**config.mk**
```make
export PLATFORM = sky130hd
export DESIGN_NAME = picodevice_axil_ram
export DESIGN_NICKNAME = d
export VERILOG_FILES = /design/src/rtl/picodevice_axil_pkg.sv /design/src/rtl/picodevice_bram_be.sv /design/src/rtl/picodevice_axil_ram.sv
export SDC_FILE = /design/constraint.sdc
export NUM_CORES = 2
export LEC_CHECK = 0
export BUFFER_PORTS_ARGS = -buffer_cell sky130_fd_sc_hd__buf_2
export CORE_AREA = 3 3 412 414
export CTS_BUF_LIST = sky130_fd_sc_hd__clkbuf_4
export DETAILED_ROUTE_END_ITERATION = 6
export DIE_AREA = 0 0 415 417
export GPL_TIMING_DRIVEN = 0
export PLACE_DENSITY = 0.66
export SETUP_SLACK_MARGIN = 0.2
export SLEW_MARGIN = 20
export SYNTH_ARGS = -nofsm -noshare
export SYNTH_HDL_FRONTEND = slang
export SYNTH_SLANG_ARGS = --single-unit
```
**constraint.sdc**
```tcl
create_clock -name clk -period 9.3 [get_ports clk]
set_clock_uncertainty 0.15 [all_clocks]
set_input_delay 1.86 -clock clk [delete_from_list [all_inputs] [get_ports clk]]
set_output_delay 1.86 -clock clk [all_outputs]
set_load 0.05 [all_outputs]
```
**src/rtl/picodevice_axil_pkg.sv**
```systemverilog
// Shared definitions for the PicoDevice AXI4-lite memory slave.
//   AXIL_ADDR_W / AXIL_DATA_W / AXIL_STRB_W : bus field widths.
//   axil_in_range()                         : region decode without 32-bit wrap.
package picodevice_axil_pkg;

    localparam int unsigned AXIL_ADDR_W = 32;
    localparam int unsigned AXIL_DATA_W = 32;
    localparam int unsigned AXIL_STRB_W = 4;

    // True iff base <= addr < base + len. Widened to 33 bits so a region that
    // ends exactly at 2^32 does not wrap to zero.
    function automatic logic axil_in_range(input logic [AXIL_ADDR_W-1:0] addr,
                                           input logic [AXIL_ADDR_W-1:0] base,
                                           input logic [AXIL_ADDR_W-1:0] len);
        logic [AXIL_ADDR_W:0] a;
        logic [AXIL_ADDR_W:0] lo;
        logic [AXIL_ADDR_W:0] hi;
        a  = {1'b0, addr};
        lo = {1'b0, base};
        hi = {1'b0, base} + {1'b0, len};
        return (a >= lo) && (a < hi);
    endfunction

endpackage

```
**src/rtl/picodevice_bram_be.sv**
```systemverilog
// Single-clock word RAM with one byte-enabled write port and one registered
// read port. A read and write to the same word on the same edge returns the
// old contents. Contents are not reset.
//   clk_i   : clock
//   we_i    : write enable; wstrb_i selects the bytes written at waddr_i
//   re_i    : read enable; rdata_o updates from raddr_i on the next edge and
//             otherwise holds its value
module picodevice_bram_be
    import picodevice_axil_pkg::*;
#(
    parameter int unsigned Depth = 64,
    parameter int unsigned AddrW = (Depth > 1) ? $clog2(Depth) : 1
) (
    input  logic                   clk_i,
    input  logic                   we_i,
    input  logic [AddrW-1:0]       waddr_i,
    input  logic [AXIL_DATA_W-1:0] wdata_i,
    input  logic [AXIL_STRB_W-1:0] wstrb_i,
    input  logic                   re_i,
    input  logic [AddrW-1:0]       raddr_i,
    output logic [AXIL_DATA_W-1:0] rdata_o
);

    logic [AXIL_DATA_W-1:0] mem_q [Depth];
    logic [AXIL_DATA_W-1:0] rdata_q;

    // Both updates are non-blocking, so a same-edge read samples pre-write data.
    always_ff @(posedge clk_i) begin
        if (we_i) begin
            for (int i = 0; i < int'(AXIL_STRB_W); i++) begin
                if (wstrb_i[i]) begin
                    mem_q[waddr_i][8*i +: 8] <= wdata_i[8*i +: 8];
                end
            end
        end
        if (re_i) begin
            rdata_q <= mem_q[raddr_i];
        end
    end

    assign rdata_o = rdata_q;

endmodule

```
**src/rtl/picodevice_axil_ram.sv**
```systemverilog
// AXI4-lite slave word memory with byte enables at [MEM_BASE, MEM_BASE+MEM_LEN).
// Independent write and read channels, one outstanding transaction on each.
//   clk, resetn          : clock, asynchronous active-low reset
//   s_axi_aw* / s_axi_w* : write address / data; AW and W accepted in any order
//   s_axi_b*             : write response (no bresp; always OKAY)
//   s_axi_ar* / s_axi_r* : read address / data, one-cycle latency
//   oor_err              : one-cycle pulse when an out-of-range access commits
module picodevice_axil_ram
    import picodevice_axil_pkg::*;
#(
    parameter logic [AXIL_ADDR_W-1:0] MEM_BASE = 32'h0001_0000,
    parameter logic [AXIL_ADDR_W-1:0] MEM_LEN  = 32'h0000_0100
) (
    input  logic                   clk,
    input  logic                   resetn,
    input  logic                   s_axi_awvalid,
    output logic                   s_axi_awready,
    input  logic [AXIL_ADDR_W-1:0] s_axi_awaddr,
    input  logic [2:0]             s_axi_awprot,
    input  logic                   s_axi_wvalid,
    output logic                   s_axi_wready,
    input  logic [AXIL_DATA_W-1:0] s_axi_wdata,
    input  logic [AXIL_STRB_W-1:0] s_axi_wstrb,
    output logic                   s_axi_bvalid,
    input  logic                   s_axi_bready,
    input  logic                   s_axi_arvalid,
    output logic                   s_axi_arready,
    input  logic [AXIL_ADDR_W-1:0] s_axi_araddr,
    input  logic [2:0]             s_axi_arprot,
    output logic                   s_axi_rvalid,
    input  logic                   s_axi_rready,
    output logic [AXIL_DATA_W-1:0] s_axi_rdata,
    output logic                   oor_err
);

    localparam int unsigned Depth = int'(MEM_LEN >> 2);
    localparam int unsigned AddrW = (Depth > 1) ? $clog2(Depth) : 1;

    // Write channel holding registers
    logic                   aw_held_q, aw_held_d;
    logic [AXIL_ADDR_W-1:0] awaddr_q,  awaddr_d;
    logic                   w_held_q,  w_held_d;
    logic [AXIL_DATA_W-1:0] wdata_q,   wdata_d;
    logic [AXIL_STRB_W-1:0] wstrb_q,   wstrb_d;
    logic                   bvalid_q,  bvalid_d;

    // Read channel state; rd_ok_q selects RAM data vs. zero on the R channel
    logic                   rvalid_q,  rvalid_d;
    logic                   rd_ok_q,   rd_ok_d;
    logic                   oor_err_q, oor_err_d;

    logic                   aw_hs;
    logic                   w_hs;
    logic                   ar_hs;
    logic                   commit;
    logic                   wr_in_range;
    logic                   rd_in_range;
    logic [AXIL_ADDR_W-1:0] wr_off;
    logic [AXIL_ADDR_W-1:0] rd_off;
    logic [AddrW-1:0]       wr_idx;
    logic [AddrW-1:0]       rd_idx;
    logic [AXIL_DATA_W-1:0] ram_rdata;
    logic                   unused_sig;

    assign aw_hs  = s_axi_awvalid && !aw_held_q;
    assign w_hs   = s_axi_wvalid && !w_held_q;
    assign ar_hs  = s_axi_arvalid && !rvalid_q;
    // A pending B blocks the next commit so B beats never merge.
    assign commit = aw_held_q && w_held_q && !bvalid_q;

    assign wr_in_range = axil_in_range(awaddr_q, MEM_BASE, MEM_LEN);
    assign rd_in_range = axil_in_range(s_axi_araddr, MEM_BASE, MEM_LEN);

    // Word index from the offset; only meaningful when in range.
    assign wr_off = awaddr_q - MEM_BASE;
    assign rd_off = s_axi_araddr - MEM_BASE;
    assign wr_idx = wr_off[AddrW+1:2];
    assign rd_idx = rd_off[AddrW+1:2];

    always_comb begin
        aw_held_d = aw_held_q;
        awaddr_d  = awaddr_q;
        w_held_d  = w_held_q;
        wdata_d   = wdata_q;
        wstrb_d   = wstrb_q;
        bvalid_d  = bvalid_q;
        rvalid_d  = rvalid_q;
        rd_ok_d   = rd_ok_q;

        // Handshake and commit are mutually exclusive: ready is low while held.
        if (aw_hs) begin
            aw_held_d = 1'b1;
            awaddr_d  = s_axi_awaddr;
        end else if (commit) begin
            aw_held_d = 1'b0;
        end

        if (w_hs) begin
            w_held_d = 1'b1;
            wdata_d  = s_axi_wdata;
            wstrb_d  = s_axi_wstrb;
        end else if (commit) begin
            w_held_d = 1'b0;
        end

        if (commit) begin
            bvalid_d = 1'b1;
        end else if (bvalid_q && s_axi_bready) begin
            bvalid_d = 1'b0;
        end

        if (ar_hs) begin
            rvalid_d = 1'b1;
            rd_ok_d  = rd_in_range;
        end else if (rvalid_q && s_axi_rready) begin
            rvalid_d = 1'b0;
        end

        // Simultaneous read and write misses collapse into a single pulse.
        oor_err_d = (commit && !wr_in_range) || (ar_hs && !rd_in_range);
    end

    always_ff @(posedge clk or negedge resetn) begin
        if (!resetn) begin
            aw_held_q <= 1'b0;
            awaddr_q  <= '0;
            w_held_q  <= 1'b0;
            wdata_q   <= '0;
            wstrb_q   <= '0;
            bvalid_q  <= 1'b0;
            rvalid_q  <= 1'b0;
            rd_ok_q   <= 1'b0;
            oor_err_q <= 1'b0;
        end else begin
            aw_held_q <= aw_held_d;
            awaddr_q  <= awaddr_d;
            w_held_q  <= w_held_d;
            wdata_q   <= wdata_d;
            wstrb_q   <= wstrb_d;
            bvalid_q  <= bvalid_d;
            rvalid_q  <= rvalid_d;
            rd_ok_q   <= rd_ok_d;
            oor_err_q <= oor_err_d;
        end
    end

    picodevice_bram_be #(
        .Depth (Depth),
        .AddrW (AddrW)
    ) u_ram (
        .clk_i   (clk),
        .we_i    (commit && wr_in_range),
        .waddr_i (wr_idx),
        .wdata_i (wdata_q),
        .wstrb_i (wstrb_q),
        .re_i    (ar_hs && rd_in_range),
        .raddr_i (rd_idx),
        .rdata_o (ram_rdata)
    );

    assign s_axi_awready = !aw_held_q;
    assign s_axi_wready  = !w_held_q;
    assign s_axi_bvalid  = bvalid_q;
    assign s_axi_arready = !rvalid_q;
    assign s_axi_rvalid  = rvalid_q;
    assign s_axi_rdata   = rd_ok_q ? ram_rdata : '0;
    assign oor_err       = oor_err_q;

    assign unused_sig = ^{s_axi_awprot, s_axi_arprot, wr_off, rd_off};

endmodule

```
==> results.cfg <==
[status]
outcome = finished, final reports clean

[finish]
drive_gt1_share_pct = 37.75
regArea_sq_mm = 0.06434
n_fill_cell = 12610
final_cell_area_sq_mm = 0.09461
multi_input_area_sq_mm = 0.01783
syn2layout_area_growth_pct = 13.70
nets = 4664

[grt]
grt_pass1_wl_um = 372600
first_global_vias = 45900
grt_max_degree = 66
antenna_found_initial = 16
overflow = 0
grtUsageTotal_pct = 32.38

[die]
num_io_pins = 151
die-area_sq_mm = 0.1731
start_util_pct = 49.93
die_h_um = 417
die_w_um = 415
core_sq_mm = 0.1667
rows = 150

[logic_synthesis]
synth_most_common_cell = edfxtp_1
synth-seq-cells = 2152
syn_area_sq_mm = 0.08321
ys_top_cells_by_count = 2,080 x edfxtp_1, 552 x mux4_2, 294 x nor2_1, 103 x nand2_1, 94 x clkbuf_1
avgSynthCellArea_sq_um = 21.89
synth_area_leaders = edfxtp_1 75%, mux4_2 15%, dfrtp_1 2.2%, nor2_1 1.3%, mux2_2 1.0%
synth_edf_count = 2080
synthArstFlopShare_pct = 3.346
synthCells = 3802
synth_top_cell_area_share_pct = 75.06
syn_nets = 3915
synth_seq_area_share_pct = 77.23
synth_area_leader_cell = edfxtp_1
synth-main-ff-cell = edfxtp_1
yosys_warnings = 0
yosysUniqueCellTypes = 45

[routing]
num_vias = 46840
drtIter0Drc = 8162
drc = 0
drtPass1Iterations = 6
wirelength_um = 280000
route.met2.wl_um = 124500
wl_per_cell_um = 39.29
met3_length_um = 40940
highest-signal-layer = met5
final_antenna_net_count = 0
met1Wirelength_um = 93850
vias_per_cell = 6.573

[clocking]
hold_buffers = 0
cts_setup_buffers = 0
h-tree-depth = 6
clockBufferDepth = 4
clk_latency_ns = 1.36
cts_resized = 0
cts.sinks = 2152
cts_buffers = 560
cts_tree = done
cts.clk_slew.worst_paths_ns = 0.07
root_buffer = clkbuf_4

[timing]
max_freq_mhz = 184.4
hold_viol = 0
fin_crit_sh_pct = 58.30
worstMarginPinSlew_ns = 1.282
rsz0062_at_grt = false
period_needed_ns = 5.422
fin_ws_ns = 3.878
slew_violations = 0
tns_ns = 0
setup_violations = 0
relSlewSlack_pct = 14.23

[placed_design]
hpwl_um = 183800
portBuffers = 137
place_congestion = 0.9636
place_worst_setup_slack_ns = 3.061
place_area_sq_mm = 0.08785

[critical_path]
path_class = reg -> out
crit_path_max_fanout = 10
crit_path_end_kind = output port
r2r_start = awaddr_q[21]
r2r_cells = 6
r2r-end = u_ram.mem_q[26][14]
ff2ff_setup_slack_ns = 4.56
arrival_ns = 3.41
critPathLaunchType = flip-flop
cp.required_ns = 7.29

[power_and_ir_drop]
ir_drop_mv = 0.2471
leakage_nw = 30.61
cellPowerDensity_mw_per_mm2 = 249.5

[worst_hold_path]
min_path_type = in -> async

[flow_run]
maxCapViolations = 0
## sequential cells by signal, summed over array words and instances, names as in the netlist
| register | flops |
|---|---|
| aw_held_q | 1 |
| awaddr_q | 30 |
| oor_err | 1 |
| rd_ok_q | 1 |
| s_axi_bvalid | 1 |
| s_axi_rvalid | 1 |
| u_ram.mem_q | 2048 |
| u_ram.rdata_o | 32 |
| w_held_q | 1 |
| wdata_q | 32 |
| wstrb_q | 4 |
## how the worst max path moves through the flow
stage / startpoint / end / slack (ns) / depth (start not counted)
global placement: s_axi_araddr[8] / u_ram.rdata_o[11] / 1.45 / 4
floorplan: s_axi_araddr[20] / u_ram.rdata_o[0] / 4.09 / 3
global route: rd_ok_q / s_axi_rdata[25] / 3.94 / 3
finish: rd_ok_q / s_axi_rdata[25] / 3.88 / 3
CTS: rd_ok_q / s_axi_rdata[25] / 3.88 / 3
detailed placement: s_axi_araddr[3] / u_ram.rdata_o[21] / 3.06 / 8
## report_power, final
part	switching (mW)	internal (mW)	leakage, nW
Combinational	1.79	0.750	7.06
Clock	3.83	4.15	4.04
Sequential	0.892	12.2	19.5
Total	6.51	17.1	30.6
## per-layer routing
metal / global-route usage (%) / up-vias
li1: - / 17730
met5: 0 / -
met1: 41.43 / 24140
met2: 47.11 / 4129
met3: 11.77 / 828
met4: 20.96 / 10
## layout make-up
| type | count | share of cell area (%) |
|---|---|---|
| antenna | 14 | 0.03703 |
| buffer | 216 | 1.305 |
| clock buffer | 786 | 6.237 |
| clock inverter | 133 | 0.8331 |
| inverter | 5 | 0.01984 |
| multi-input combinational | 1429 | 18.85 |
| sequential | 2152 | 68.00 |
| tap | 2204 | 2.915 |
| timing repair buffer | 187 | 1.805 |
## critical path: stages (launching register included)
cell and delay, ns:
dfrtp_1 0.46, clkbuf_1 0.78, and2_1 0.46, buf_2 0.34
## cells by family after synthesis
logic type / after synthesis / synth area share [%]
AO/OA/AOI/OAI: 207 / 1.725
buffers and inverters: 221 / 1.431
flip-flops: 2152 / 77.23
multiplexers: 713 / 16.99
AND/OR/NAND/NOR: 509 / 2.627
## per-stage QoR
stage               cells  total power, mW  hold WS [ns]  utilization (%)
floorplan            3802            13.96        0.3224                -
global placement     6143            15.44        0.3416            52.00
detailed placement   6193            15.74        0.3492            52.71
CTS                  7112            23.53        0.1951            56.73
global route         7116            24.24        0.2734            56.76
finish               7126            23.61        0.2900            56.77
## placed cells by master, fill, tap and decap left out, types with 9 or more instances in the layout
| cell | instances |
|---|---|
| edfxtp_1 | 2080 |
| clkbuf_4 | 786 |
| mux4_2 | 552 |
| nor2_1 | 279 |
| buf_2 | 195 |
| nand2_1 | 103 |
| clkinv_1 | 88 |
| mux2i_1 | 85 |
| mux2_2 | 76 |
| a22oi_1 | 58 |
| clkbuf_1 | 57 |
| o22ai_1 | 40 |
| dfrtp_1 | 40 |
| and2_1 | 38 |
| buf_4 | 37 |
| clkbuf_2 | 37 |
| buf_6 | 26 |
| buf_12 | 24 |
| a21oi_1 | 21 |
| nor2b_1 | 20 |
| a211oi_1 | 19 |
| inv_2 | 19 |
| o21ai_0 | 17 |
| buf_16 | 17 |
| dfrtp_2 | 17 |
| nor2_2 | 15 |
| dfrtp_4 | 15 |
| diode_2 | 14 |
| clkinv_2 | 14 |
| nand3_1 | 10 |
| nor4_1 | 10 |
| bufinv_16 | 10 |
| buf_1 | 9 |
| a221oi_1 | 9 |
No activity file was read; power rests on OpenSTA's default activity.
